**src/rtl/stream_fifo_pkt.sv**
```systemverilog
// stream_fifo_pkt: AXI-Stream FIFO with configurable data width and depth.
// It carries TLAST with each word and reports occupancy plus an almost-full flag.
//
// Ports:
//   clk, rst        - rising-edge clock, asynchronous active-high reset
//   m_t*            - upstream (write) AXI-Stream: tdata, tlast, tvalid in / tready out
//   s_t*            - downstream (read) AXI-Stream: tdata, tlast, tvalid out / tready in
//   count           - stored entries, 0..DEPTH
//   m_afull         - count >= AFULL_THRESH
//   pkt_oversize    - sticky oversize-packet flag (store-and-forward build only)
//
// Optional feature: define STREAM_FIFO_PKT_STORE_FWD_EN for store-and-forward packet
// mode. In that mode a word is only offered downstream once a complete packet
// (TLAST) is stored. A packet that fills the FIFO without a TLAST falls back to
// cut-through.
//
// All outputs are registered. Next-state pointers are computed combinationally
// and the head-of-queue word is preloaded into r_s_data. This gives
// first-word-fall-through with one cycle of latency and no combinational
// s_tready -> m_tready path.

module stream_fifo_pkt #(
    parameter int unsigned DATA_WIDTH   = 32,
    parameter int unsigned DEPTH        = 16,
    parameter int unsigned AFULL_THRESH = DEPTH - 2
) (
    input  logic                    clk,
    input  logic                    rst,
    input  logic [DATA_WIDTH-1:0]   m_tdata,
    input  logic                    m_tlast,
    input  logic                    m_tvalid,
    output logic                    m_tready,
    output logic [DATA_WIDTH-1:0]   s_tdata,
    output logic                    s_tlast,
    output logic                    s_tvalid,
    input  logic                    s_tready,
    output logic [$clog2(DEPTH):0]  count,
`ifdef STREAM_FIFO_PKT_STORE_FWD_EN
    output logic                    pkt_oversize,
`endif
    output logic                    m_afull
);

    localparam int unsigned AW = $clog2(DEPTH);
    localparam int unsigned PW = AW + 1;
    localparam int unsigned EW = DATA_WIDTH + 1;
    localparam logic [PW-1:0] C_AFULL = PW'(AFULL_THRESH);

    // Storage: {tlast, tdata} per entry, not reset
    logic [EW-1:0] r_mem [DEPTH];

    logic [PW-1:0] r_wr_ptr;
    logic [PW-1:0] r_rd_ptr;
    logic [PW-1:0] r_count;
    logic          r_m_tready;
    logic          r_s_tvalid;
    logic [EW-1:0] r_s_data;
    logic          r_afull;

    logic          w_push;
    logic          w_pop;
    logic [AW-1:0] w_wr_idx;
    logic [PW-1:0] w_wr_ptr_n;
    logic [PW-1:0] w_rd_ptr_n;
    logic [AW-1:0] w_rd_idx_n;
    logic [PW-1:0] w_count_n;
    logic          w_empty_n;
    logic          w_full_n;
    logic [EW-1:0] w_head_n;
    logic          w_s_tvalid_n;

`ifdef STREAM_FIFO_PKT_STORE_FWD_EN
    logic [PW-1:0] r_pkt_cnt;
    logic          r_cut;
    logic          r_oversize;
    logic [PW-1:0] w_pkt_cnt_n;
    logic          w_cut_n;
    logic          w_stuck_n;
`endif

    // Next-state pointers, occupancy and head-of-queue word
    always_comb begin
        w_push       = m_tvalid && r_m_tready;
        w_pop        = r_s_tvalid && s_tready;
        w_wr_idx     = r_wr_ptr[AW-1:0];
        w_wr_ptr_n   = r_wr_ptr + PW'(w_push);
        w_rd_ptr_n   = r_rd_ptr + PW'(w_pop);
        w_rd_idx_n   = w_rd_ptr_n[AW-1:0];
        w_count_n    = r_count;
        w_empty_n    = 1'b0;
        w_full_n     = 1'b0;
        w_head_n     = r_mem[w_rd_idx_n];
        w_s_tvalid_n = 1'b0;

        case ({w_push, w_pop})
            2'b10:   w_count_n = r_count + PW'(1);
            2'b01:   w_count_n = r_count - PW'(1);
            default: w_count_n = r_count;
        endcase

        w_empty_n = (w_wr_ptr_n == w_rd_ptr_n);
        w_full_n  = (w_wr_ptr_n[AW-1:0] == w_rd_ptr_n[AW-1:0]) &&
                    (w_wr_ptr_n[AW] != w_rd_ptr_n[AW]);

        // The word written this edge lands at the new head only when the queue was
        // (or becomes) empty. Take it straight from the input.
        if (w_push && (w_wr_idx == w_rd_idx_n)) begin
            w_head_n = {m_tlast, m_tdata};
        end

`ifdef STREAM_FIFO_PKT_STORE_FWD_EN
        w_pkt_cnt_n = r_pkt_cnt;
        case ({w_push && m_tlast, w_pop && r_s_data[EW-1]})
            2'b10:   w_pkt_cnt_n = r_pkt_cnt + PW'(1);
            2'b01:   w_pkt_cnt_n = r_pkt_cnt - PW'(1);
            default: w_pkt_cnt_n = r_pkt_cnt;
        endcase
        // Full with no complete packet stored would deadlock. Release the packet
        // cut-through until its TLAST leaves.
        w_stuck_n    = w_full_n && (w_pkt_cnt_n == '0);
        w_cut_n      = (r_cut && !(w_pop && r_s_data[EW-1])) || w_stuck_n;
        w_s_tvalid_n = !w_empty_n && ((w_pkt_cnt_n != '0) || w_full_n || w_cut_n);
`else
        w_s_tvalid_n = !w_empty_n;
`endif
    end

    // Pointer, occupancy and output registers
    always_ff @(posedge clk or posedge rst) begin
        if (rst) begin
            r_wr_ptr   <= '0;
            r_rd_ptr   <= '0;
            r_count    <= '0;
            r_m_tready <= 1'b1;
            r_s_tvalid <= 1'b0;
            r_s_data   <= '0;
            r_afull    <= 1'b0;
        end else begin
            r_wr_ptr   <= w_wr_ptr_n;
            r_rd_ptr   <= w_rd_ptr_n;
            r_count    <= w_count_n;
            r_m_tready <= !w_full_n;
            r_s_tvalid <= w_s_tvalid_n;
            r_s_data   <= w_head_n;
            r_afull    <= (w_count_n >= C_AFULL);
        end
    end

`ifdef STREAM_FIFO_PKT_STORE_FWD_EN
    // Packet accounting for store-and-forward
    always_ff @(posedge clk or posedge rst) begin
        if (rst) begin
            r_pkt_cnt  <= '0;
            r_cut      <= 1'b0;
            r_oversize <= 1'b0;
        end else begin
            r_pkt_cnt  <= w_pkt_cnt_n;
            r_cut      <= w_cut_n;
            r_oversize <= r_oversize || w_stuck_n;
        end
    end

    assign pkt_oversize = r_oversize;
`endif

    // Storage write port
    always_ff @(posedge clk) begin
        if (w_push) begin
            r_mem[w_wr_idx] <= {m_tlast, m_tdata};
        end
    end

    assign m_tready = r_m_tready;
    assign s_tvalid = r_s_tvalid;
    assign s_tdata  = r_s_data[DATA_WIDTH-1:0];
    assign s_tlast  = r_s_data[EW-1];
    assign count    = r_count;
    assign m_afull  = r_afull;

endmodule

```
**config.mk**
```make
export PLATFORM = sky130hd
export DESIGN_NAME = stream_fifo_pkt
export DESIGN_NICKNAME = d
export VERILOG_FILES = /design/src/rtl/stream_fifo_pkt.sv
export SDC_FILE = /design/constraint.sdc
export NUM_CORES = 1
export LEC_CHECK = 0
export BUFFER_PORTS_ARGS = -buffer_cell sky130_fd_sc_hd__buf_2
export CAP_MARGIN = 20
export CORE_MARGIN = 2
export CORE_UTILIZATION = 61
export CTS_CLUSTER_DIAMETER = 60
export CTS_CLUSTER_SIZE = 14
export DETAILED_ROUTE_END_ITERATION = 7
export PLACE_DENSITY_LB_ADDON = 0.12
export SLEW_MARGIN = 20
export SYNTH_ARGS = -nofsm -noshare
export SYNTH_HDL_FRONTEND = slang
export SYNTH_SLANG_ARGS = --single-unit
```
**constraint.sdc**
```tcl
create_clock -name clk -period 4.42 [get_ports clk]
set_input_delay 0.442 -clock clk [delete_from_list [all_inputs] [get_ports clk]]
set_output_delay 0.442 -clock clk [all_outputs]
set_load 0.02 [all_outputs]
```
==> results of run 1 <==
-- worst max-delay path, cell delays in order, from the launching register on --
cell      delay (ns)
dfrtp_1         0.38
and2_1          0.23
ha_4            0.20
ha_4            0.16
xnor2_2         0.39
inv_1           0.21
nor2_4          0.53
buf_4           0.46
a221oi_1        0.18
o21ai_1         0.16
-- layout by cell type, fill, tap and decap left out, drive strengths merged --
cell type / count
nor4: 1
a211oi: 1
mux2i: 1
edfxtp: 528
diode: 1
dfrtp: 50
o21ai: 37
and3: 1
nor2: 18
o22ai: 1
buf: 114
ha: 5
or3: 1
xor2: 9
or2: 1
a221oi: 34
dlygate4sd3: 1
a31o: 1
nand2: 40
nand3: 6
nand4b: 1
a21oi: 2
a21o: 1
nand2b: 3
nor3: 6
dfstp: 1
inv: 9
nor4b: 1
mux4: 132
a22o: 33
xnor2: 12
mux2: 1
clkbuf: 81
and2: 2
clkinv: 2
-- sequential cells by signal, summed over array words and instances, names as in the netlist --
signal	count
m_afull	1
r_s_data	33
r_rd_ptr	5
r_wr_ptr	5
count	5
m_tready	1
r_mem	528
s_tvalid	1
-- report_power, final --
group	leakage [uW]	switching (uW)	internal, uW
Clock	0.000680	1820	2120
Combinational	0.00190	3680	3150
Sequential	0.00538	294	6790
Total	0.00796	5790	12100
-- cell families (layout without fill, tap and decap cells) --
logic type      count (synthesis)  after routing  synth area share, %
xor+xnor                       21             21                0.905
mux                           134            134                 13.7
simple gates                   81             81                 1.68
fa+ha+maj                       5              5                0.285
buf+inv                        60            207                 1.70
compound gates                110            110                 3.80
other cells                     0              1                    0
flops                         579            579                 77.9
-- cell type report --
class,count,share of cell area (%)
sequential,579,69.8
multi-input combinational,351,18.9
clock buffer,81,5.61
timing repair buffer,115,3.05
tap,461,2.35
clock inverter,5,0.163
inverter,6,0.0918
antenna,1,0.0102
-- routing by layer --
layer,part of all wire [%],vias up
met3,5.6,54
met5,0.016,-
met1,41,5475
met4,1.6,2
met2,52,321
li1,-,4372
-- per-stage QoR --
step                      setup WS (ns)  power [uW]  util [%]  cell area [um2]
after floorplan                   0.448       12300         -            22000
after global placement             1.34       14000      65.0            23100
after detailed placement           1.25       14100      65.0            23100
after CTS                          1.41       18100      69.0            24500
after global routing               1.27       18700      69.0            24500
final                              1.43       17800      69.0            24500
-- final timing paths --
path	start	end	slack (ns)	depth (start not counted)
max in group asynchronous	rst	m_tready	2.90	4
max	s_tvalid	r_s_data[1]	1.43	9
min	m_tdata[8]	r_s_data[8]	0.22	3
min in group asynchronous	rst	r_s_data[26]	0.53	3
max reg2reg	s_tvalid	r_s_data[1]	1.43	9
min reg2reg	count[4]	count[4]	0.49	1
-- what timing repair did --
action | CTS | global route
hold buffers | 1 | 0
setup buffers | 0 | 0
setup endpoints to repair | 0 | 0
hold endpoints to repair | 1 | 0
==> results.sh, run 1 <==
export IMPL_area_growth_pct=11.6
export IMPL_grt_overflow=0
export IMPL_drtIter0Drc=862
export IMPL_arrival_ns=3.50
export IMPL_synth_seq_area_share_pct=77.9
export IMPL_crit_path_end_kind="flop"
export IMPL_ios=78
export IMPL_coreArea_mm2=0.0356
export IMPL_yosys_cell_types_count=47
export IMPL_netlist_top_cells_area="edfxtp_1, mux4_2, dfrtp_1"
export IMPL_cellPowerDensity_mw_per_mm2=727
export IMPL_layout_min_cycle_time_ns=2.99
export IMPL_synth_ff_type="edfxtp_1"
export IMPL_synth_top_cell_by_area="edfxtp_1"
export IMPL_nFillCells=2238
export IMPL_cts_tree="yes"
export IMPL_relSlewSlack_pct=29.0
export IMPL_hold_path_class="input pin to flop"
export IMPL_synth_edf_count=528
export IMPL_setup_viol=0
export IMPL_cts_buffers=48
export IMPL_fmaxAchievable_ghz=0.334
export IMPL_finalClockSkew_ns=0.0113
export IMPL_slew_viol_final=0
export IMPL_grt_pass1_vias=10500
export IMPL_crit_path_max_fanout=20
export IMPL_avgSynthCellArea_um2=22.2
export IMPL_multi_input_area_mm2=0.00464
export IMPL_dr_pass1_iters=5
export IMPL_synthTopCellsByCount="edfxtp_1, mux4_2, dfrtp_1"
export IMPL_synth_cell_area_mm2=0.0220
export IMPL_grt_pass1_wl_mm=67.6
export IMPL_peakVddDrop_mv=0.619
export IMPL_drive_above_1_share_pct=29.4
export IMPL_grtUsageMet2_pct=41.1
export IMPL_cts_resized=0
export IMPL_tightest_slew_ns=1.06
export IMPL_layout_nets=1143
export IMPL_via_per_inst=6.39
export IMPL_clock_root_buffer="clkbuf_16"
export IMPL_dp_cells=1511
export IMPL_grt_max_degree=67
export IMPL_die_w_um=194
export IMPL_start_kind="flop"
export IMPL_setup_tns_final_ns=0
export IMPL_die_area_mm2=0.0376
export IMPL_grt_busiest_layer="met2"
export IMPL_path_class="flop to flop"
export IMPL_drc=0
export IMPL_drt_wl_total_mm=45.1
export IMPL_grt_usage_pct=24.7
export IMPL_ys_warn_count=0
export IMPL_hold_viol=0
export IMPL_synthCells=990
export IMPL_seq_area_mm2=0.0171
export IMPL_p_leak_uw=0.00796
export IMPL_instances_no_fill=1599
export IMPL_portBuffers=77
export IMPL_start_util_pct=61.8
export IMPL_synth_seq_cells=579
export IMPL_gp_congestion=0.776
export IMPL_hold_slack_ns=0.219
export IMPL_grt_use_met3_pct=4.17
export IMPL_status="completed"
export IMPL_path_clk_slew_ns=0.06
export IMPL_clockBufferDepth=3
export IMPL_rsz0062_at_grt="false"
export IMPL_antenna_found_initial=2
export IMPL_die_h_um=194
export IMPL_synthesis_nets=1032
export IMPL_maxCapViolCount=0
export IMPL_place_hpwl_mm=24.7
export IMPL_globalRouteMet1Util_pct=35.5
export IMPL_wl_per_cell_um=28.2
export IMPL_cts_htree_levels=2
export IMPL_yosysMostFrequentCell="edfxtp_1"
export IMPL_num_vias=10200
export IMPL_postRouteAntennaNets=0
export IMPL_synth_top_area_share_pct=72.1
export IMPL_min_period_over_period_pct=67.8
export IMPL_clk_latency_ns=0.58
export IMPL_cts_sinks=579
export IMPL_synth_async_sr_flop_share_pct=8.81
export IMPL_required_ns=4.92
export IMPL_rows=69
Power figures use the tool's default switching activity.
==> run 2, diff against run 1 <==
==> constraint.sdc (replaced) <==
create_clock -name clk -period 2.97 [get_ports clk]
set_input_delay 0.297 -clock clk [delete_from_list [all_inputs] [get_ports clk]]
set_output_delay 0.297 -clock clk [all_outputs]
set_load 0.02 [all_outputs]
==> results.sh, run 2 (synthesized netlist as in run 1, its figures left out) <==
export IMPL_status="completed"
export IMPL_start_kind="flop"
export IMPL_cts_sinks=579
export IMPL_clockBufferDepth=3
export IMPL_layout_min_cycle_time_ns=2.65
export IMPL_finalClockSkew_ns=0.0245
export IMPL_hold_viol=0
export IMPL_nFillCells=2202
export IMPL_area_growth_pct=12.8
export IMPL_cts_tree="yes"
export IMPL_start_util_pct=61.8
export IMPL_required_ns=3.41
export IMPL_relSlewSlack_pct=39.4
export IMPL_biggestRegsByFlops="r_mem: 528 flops, r_s_data: 33 flops"
export IMPL_portBuffers=77
export IMPL_hold_slack_ns=0.0813
export IMPL_die_area_mm2=0.0376
export IMPL_rsz0062_at_grt="false"
export IMPL_drc=0
export IMPL_die_w_um=194
export IMPL_die_h_um=194
export IMPL_wl_per_cell_um=28.7
export IMPL_tightest_slew_ns=0.909
export IMPL_crit_path_max_fanout=46
export IMPL_layout_nets=1154
export IMPL_clock_root_buffer="clkbuf_16"
export IMPL_holdBufCountCts=0
export IMPL_setup_slack_ns=0.319
export IMPL_postPlaceCellArea_mm2=0.0234
export IMPL_peakVddDrop_mv=0.826
export IMPL_path_clk_slew_ns=0.06
export IMPL_mostFrequentLayoutCells="edfxtp_1, mux4_2, buf_2"
export IMPL_layout_commonest_cell="edfxtp_1"
export IMPL_crit_path_end_kind="flop"
export IMPL_hold_path_class="input pin to flop"
export IMPL_antenna_cells=0
export IMPL_num_vias=10300
export IMPL_grt_pass1_wl_mm=69.0
export IMPL_pre_cts_ws_ns=0.271
export IMPL_p_leak_uw=0.00805
export IMPL_grt_usage_pct=25.2
export IMPL_slew_viol_final=0
export IMPL_drtIter0Drc=917
export IMPL_cts_buffers=47
export IMPL_grt_pass1_vias=10700
export IMPL_antenna_found_initial=0
export IMPL_postRouteAntennaNets=0
export IMPL_maxCapViolCount=0
export IMPL_clk_latency_ns=0.58
export IMPL_largest_register_ffs=528
export IMPL_grt_max_degree=53
export IMPL_cellPowerDensity_mw_per_mm2=1080
export IMPL_seq_area_mm2=0.0171
export IMPL_min_period_over_period_pct=89.3
export IMPL_rows=69
export IMPL_ios=78
export IMPL_place_hpwl_mm=24.3
export IMPL_post_cts_setup_buffers=0
export IMPL_via_per_inst=6.42
export IMPL_fin_area_mm2=0.0248
export IMPL_gp_congestion=0.740
export IMPL_regMostFlops="r_mem"
export IMPL_cts_resized=0
export IMPL_cts_htree_levels=2
export IMPL_drt_wl_total_mm=46.2
export IMPL_grt_overflow=0
export IMPL_path_class="flop to flop"
export IMPL_fmaxAchievable_ghz=0.377
export IMPL_arrival_ns=3.09
export IMPL_dr_pass1_iters=5
export IMPL_drive_above_1_share_pct=29.7
export IMPL_coreArea_mm2=0.0356
export IMPL_setup_viol=0
export IMPL_power_total_uw=26900
export IMPL_multi_input_area_mm2=0.00467
run 2: cell count changes in the layout (fill, tap and decap cells not counted), sizes merged:
cell      change
inv           -1
buf          +12
clkinvlp      +1
clkinv        -1
diode         -1
clkbuf        +2
run 2: final timing paths:
| kind | from | endpoint | slack [ns] | cells after the start |
|---|---|---|---|---|
| max reg2reg | s_tvalid | r_s_data[3] | 0.32 | 7 |
| max | s_tvalid | r_s_data[3] | 0.32 | 7 |
| min in group asynchronous | rst | r_s_data[29] | 0.46 | 3 |
| min | m_tdata[8] | r_s_data[8] | 0.08 | 3 |
| max in group asynchronous | rst | r_s_data[3] | 1.73 | 4 |
| min reg2reg | r_rd_ptr[4] | r_rd_ptr[4] | 0.51 | 2 |
run 2: metal layers:
metal / wire, um / up-vias / track usage, %
li1: - / 4402 / -
met3: 2970 / 77 / 3.55
met2: 23300 / 364 / 41.7
met4: 958 / 0 / 6.26
met1: 19000 / 5502 / 36.6
met5: 0 / - / 0
run 2: cell type report:
type / instances / share of cell area (%)
flip-flops and latches: 579 / 69.1
multi-input cells: 351 / 18.8
clock buffers: 83 / 5.33
repair buffers: 127 / 4.24
well taps: 461 / 2.33
clock inverters: 4 / 0.136
inverters: 6 / 0.0958
run 2: metrics by stage:
step	TNS (ns)	instances	util (%)
finish	0	1611	69.7
global route	0	1611	69.7
CTS	0	1610	69.7
detailed placement	0	1523	65.9
global placement	0	1523	65.9
floorplan	-10.35	990	-
run 2: power by group:
part           internal [uW]  total [uW]  switching (uW)  leakage (uW)
clock network           3010        5690            2680      0.000641
logic                   5030       10600            5610       0.00203
registers              10100       10500             434       0.00538
run 2: worst max-delay path, cell delays in order (launching register included):
cell and delay, ns:
dfrtp_1 0.37, and2_1 0.23, ha_4 0.37, buf_12 0.34
mux4_1 0.59, a22o_1 0.25, a221oi_1 0.25, o21ai_1 0.09
==> run 3, diff against run 2 <==
--- a/config.mk
+++ b/config.mk
@@ -7,13 +7,14 @@
 export LEC_CHECK = 0
 export BUFFER_PORTS_ARGS = -buffer_cell sky130_fd_sc_hd__buf_2
 export CAP_MARGIN = 20
+export CELL_PAD_IN_SITES_DETAIL_PLACEMENT = 2
+export CELL_PAD_IN_SITES_GLOBAL_PLACEMENT = 2
 export CORE_MARGIN = 2
-export CORE_UTILIZATION = 61
+export CORE_UTILIZATION = 49
 export CTS_CLUSTER_DIAMETER = 60
 export CTS_CLUSTER_SIZE = 14
 export DETAILED_ROUTE_END_ITERATION = 7
 export PLACE_DENSITY_LB_ADDON = 0.12
-export SLEW_MARGIN = 20
 export SYNTH_ARGS = -nofsm -noshare
 export SYNTH_HDL_FRONTEND = slang
 export SYNTH_SLANG_ARGS = --single-unit
==> results.sh, run 3 (synthesized netlist as in run 1, its figures left out) <==
export IMPL_drc=0
export IMPL_drtIter0Drc=831
export IMPL_gp_congestion=0.701
export IMPL_ios=78
export IMPL_mostFrequentLayoutCells="edfxtp_1, mux4_2, buf_2"
export IMPL_area_growth_pct=14.1
export IMPL_hold_viol=0
export IMPL_grt_pass1_vias=12100
export IMPL_crit_path_end_kind="flop"
export IMPL_layout_nets=1157
export IMPL_drive_above_1_share_pct=30.3
export IMPL_die_w_um=216
export IMPL_postRouteAntennaNets=0
export IMPL_multi_input_area_mm2=0.00467
export IMPL_maxCapViolCount=0
export IMPL_via_per_inst=6.18
export IMPL_required_ns=3.44
export IMPL_fmaxAchievable_ghz=0.364
export IMPL_min_period_over_period_pct=92.4
export IMPL_cellPowerDensity_mw_per_mm2=1120
export IMPL_dr_pass1_iters=5
export IMPL_crit_buf_inv=1
export IMPL_nFillCells=3560
export IMPL_setup_viol=0
export IMPL_regMostFlops="r_mem"
export IMPL_critPathMaxStageDelay_ns=0.55
export IMPL_final_util_pct=56.7
export IMPL_coreArea_mm2=0.0442
export IMPL_path_cells="and2_2, inv_1, nand2_1, xnor2_1, ha_1, nor3_1, o21ai_0, a221oi_1, xor2_1, a31o_2"
export IMPL_largest_register_ffs=528
export IMPL_grt_max_degree=51
export IMPL_holdBufCountCts=1
export IMPL_die_h_um=216
export IMPL_place_hpwl_mm=34.3
export IMPL_start_util_pct=49.7
export IMPL_num_vias=10800
export IMPL_grt_pass1_wl_mm=85.6
export IMPL_cts_buffers=49
export IMPL_status="completed"
export IMPL_layout_commonest_cell="edfxtp_1"
export IMPL_layout_min_cycle_time_ns=2.74
export IMPL_start_kind="flop"
export IMPL_portBuffers=77
export IMPL_cts_htree_levels=2
export IMPL_seq_area_mm2=0.0171
export IMPL_biggestRegsByFlops="r_mem: 528 flops, r_s_data: 33 flops"
export IMPL_antenna_found_initial=2
export IMPL_drt_wl_total_mm=58.7
export IMPL_relSlewSlack_pct=55.0
export IMPL_path_class="flop to flop"
export IMPL_finalClockSkew_ns=0.0182
export IMPL_grt_usage_pct=26.1
export IMPL_post_cts_setup_buffers=0
export IMPL_clockBufferDepth=3
export IMPL_cts_resized=0
export IMPL_die_area_mm2=0.0466
export IMPL_slew_viol_final=0
export IMPL_cts_sinks=579
export IMPL_critical_path_top_delay_family="compound AO/OA/AOI/OAI gates"
export IMPL_arrival_ns=3.21
export IMPL_rows=77
export IMPL_crit_path_max_fanout=6
export IMPL_rsz0062_at_grt="false"
export IMPL_clk_latency_ns=0.61
export IMPL_cp_slowest_cell="dfstp_2"
export IMPL_wl_per_cell_um=33.6
export IMPL_clock_root_buffer="clkbuf_16"
export IMPL_cts_tree="yes"
export IMPL_p_leak_uw=0.00812
export IMPL_path_clk_slew_ns=0.06
export IMPL_setup_slack_ns=0.225
export IMPL_peakVddDrop_mv=0.844
export IMPL_grt_overflow=0
export IMPL_tightest_slew_ns=0.675
export IMPL_hold_path_class="input pin to flop"
export IMPL_pre_cts_ws_ns=0.235
## run 3: cell count changes in the layout (fill, tap and decap cells not counted), sizes merged
cell,change
clkbuf,-2
clkinv,+2
buf,+1
bufinv,+1
clkinvlp,-1
diode,+1
inv,+1
## run 3: cell type report
type / instances / share of cell area [%]
antenna: 1 / 0.00998
tap: 592 / 2.95
sequential: 579 / 68.3
timing repair buffer: 128 / 4.12
clock inverter: 7 / 0.274
clock buffer: 81 / 5.62
inverter: 6 / 0.0898
multi-input combinational: 351 / 18.6
## run 3: metrics by stage
stage               instance area (um2)  instances  setup TNS (ns)  power (uW)  hold WS (ns)
global route                      25100       1745               0       29300        0.0814
floorplan                         22000        990          -10.35       18300         0.396
detailed placement                23600       1655               0       22200         0.436
finish                            25100       1745               0       28100        0.0709
CTS                               25100       1744               0       28400        0.0430
global placement                  23600       1655               0       21600         0.412
## run 3: final timing paths
check | start | to | slack (ns) | depth (start not counted)
max | m_tready | m_afull | 0.23 | 10
min | m_tdata[13] | r_s_data[13] | 0.07 | 3
max reg2reg | m_tready | m_afull | 0.23 | 10
min reg2reg | count[4] | count[4] | 0.50 | 1
max in group asynchronous | rst | m_tready | 1.90 | 4
min in group asynchronous | rst | r_s_data[28] | 0.34 | 3
## run 3: metal layers
metal	part of all wire [%]	wire length, um	global-route usage (%)
met4	2.6	1500	8.71
met5	0.020	12	0
met2	53	31200	46.2
met1	39	23100	32.9
met3	4.9	2880	4.21
## run 3: worst register-to-register path: stages (launching register included)
cell      delay (ns)
dfstp_2         0.55
and2_2          0.18
inv_1           0.11
nand2_1         0.25
xnor2_1         0.13
ha_1            0.25
nor3_1          0.16
o21ai_0         0.10
a221oi_1        0.48
xor2_1          0.16
a31o_2          0.26
## run 3: power by group
part           total (uW)  switching (uW)  internal (uW)
clock                6170            2850           3320
combinational       11300            6200           5080
sequential          10600             546          10100
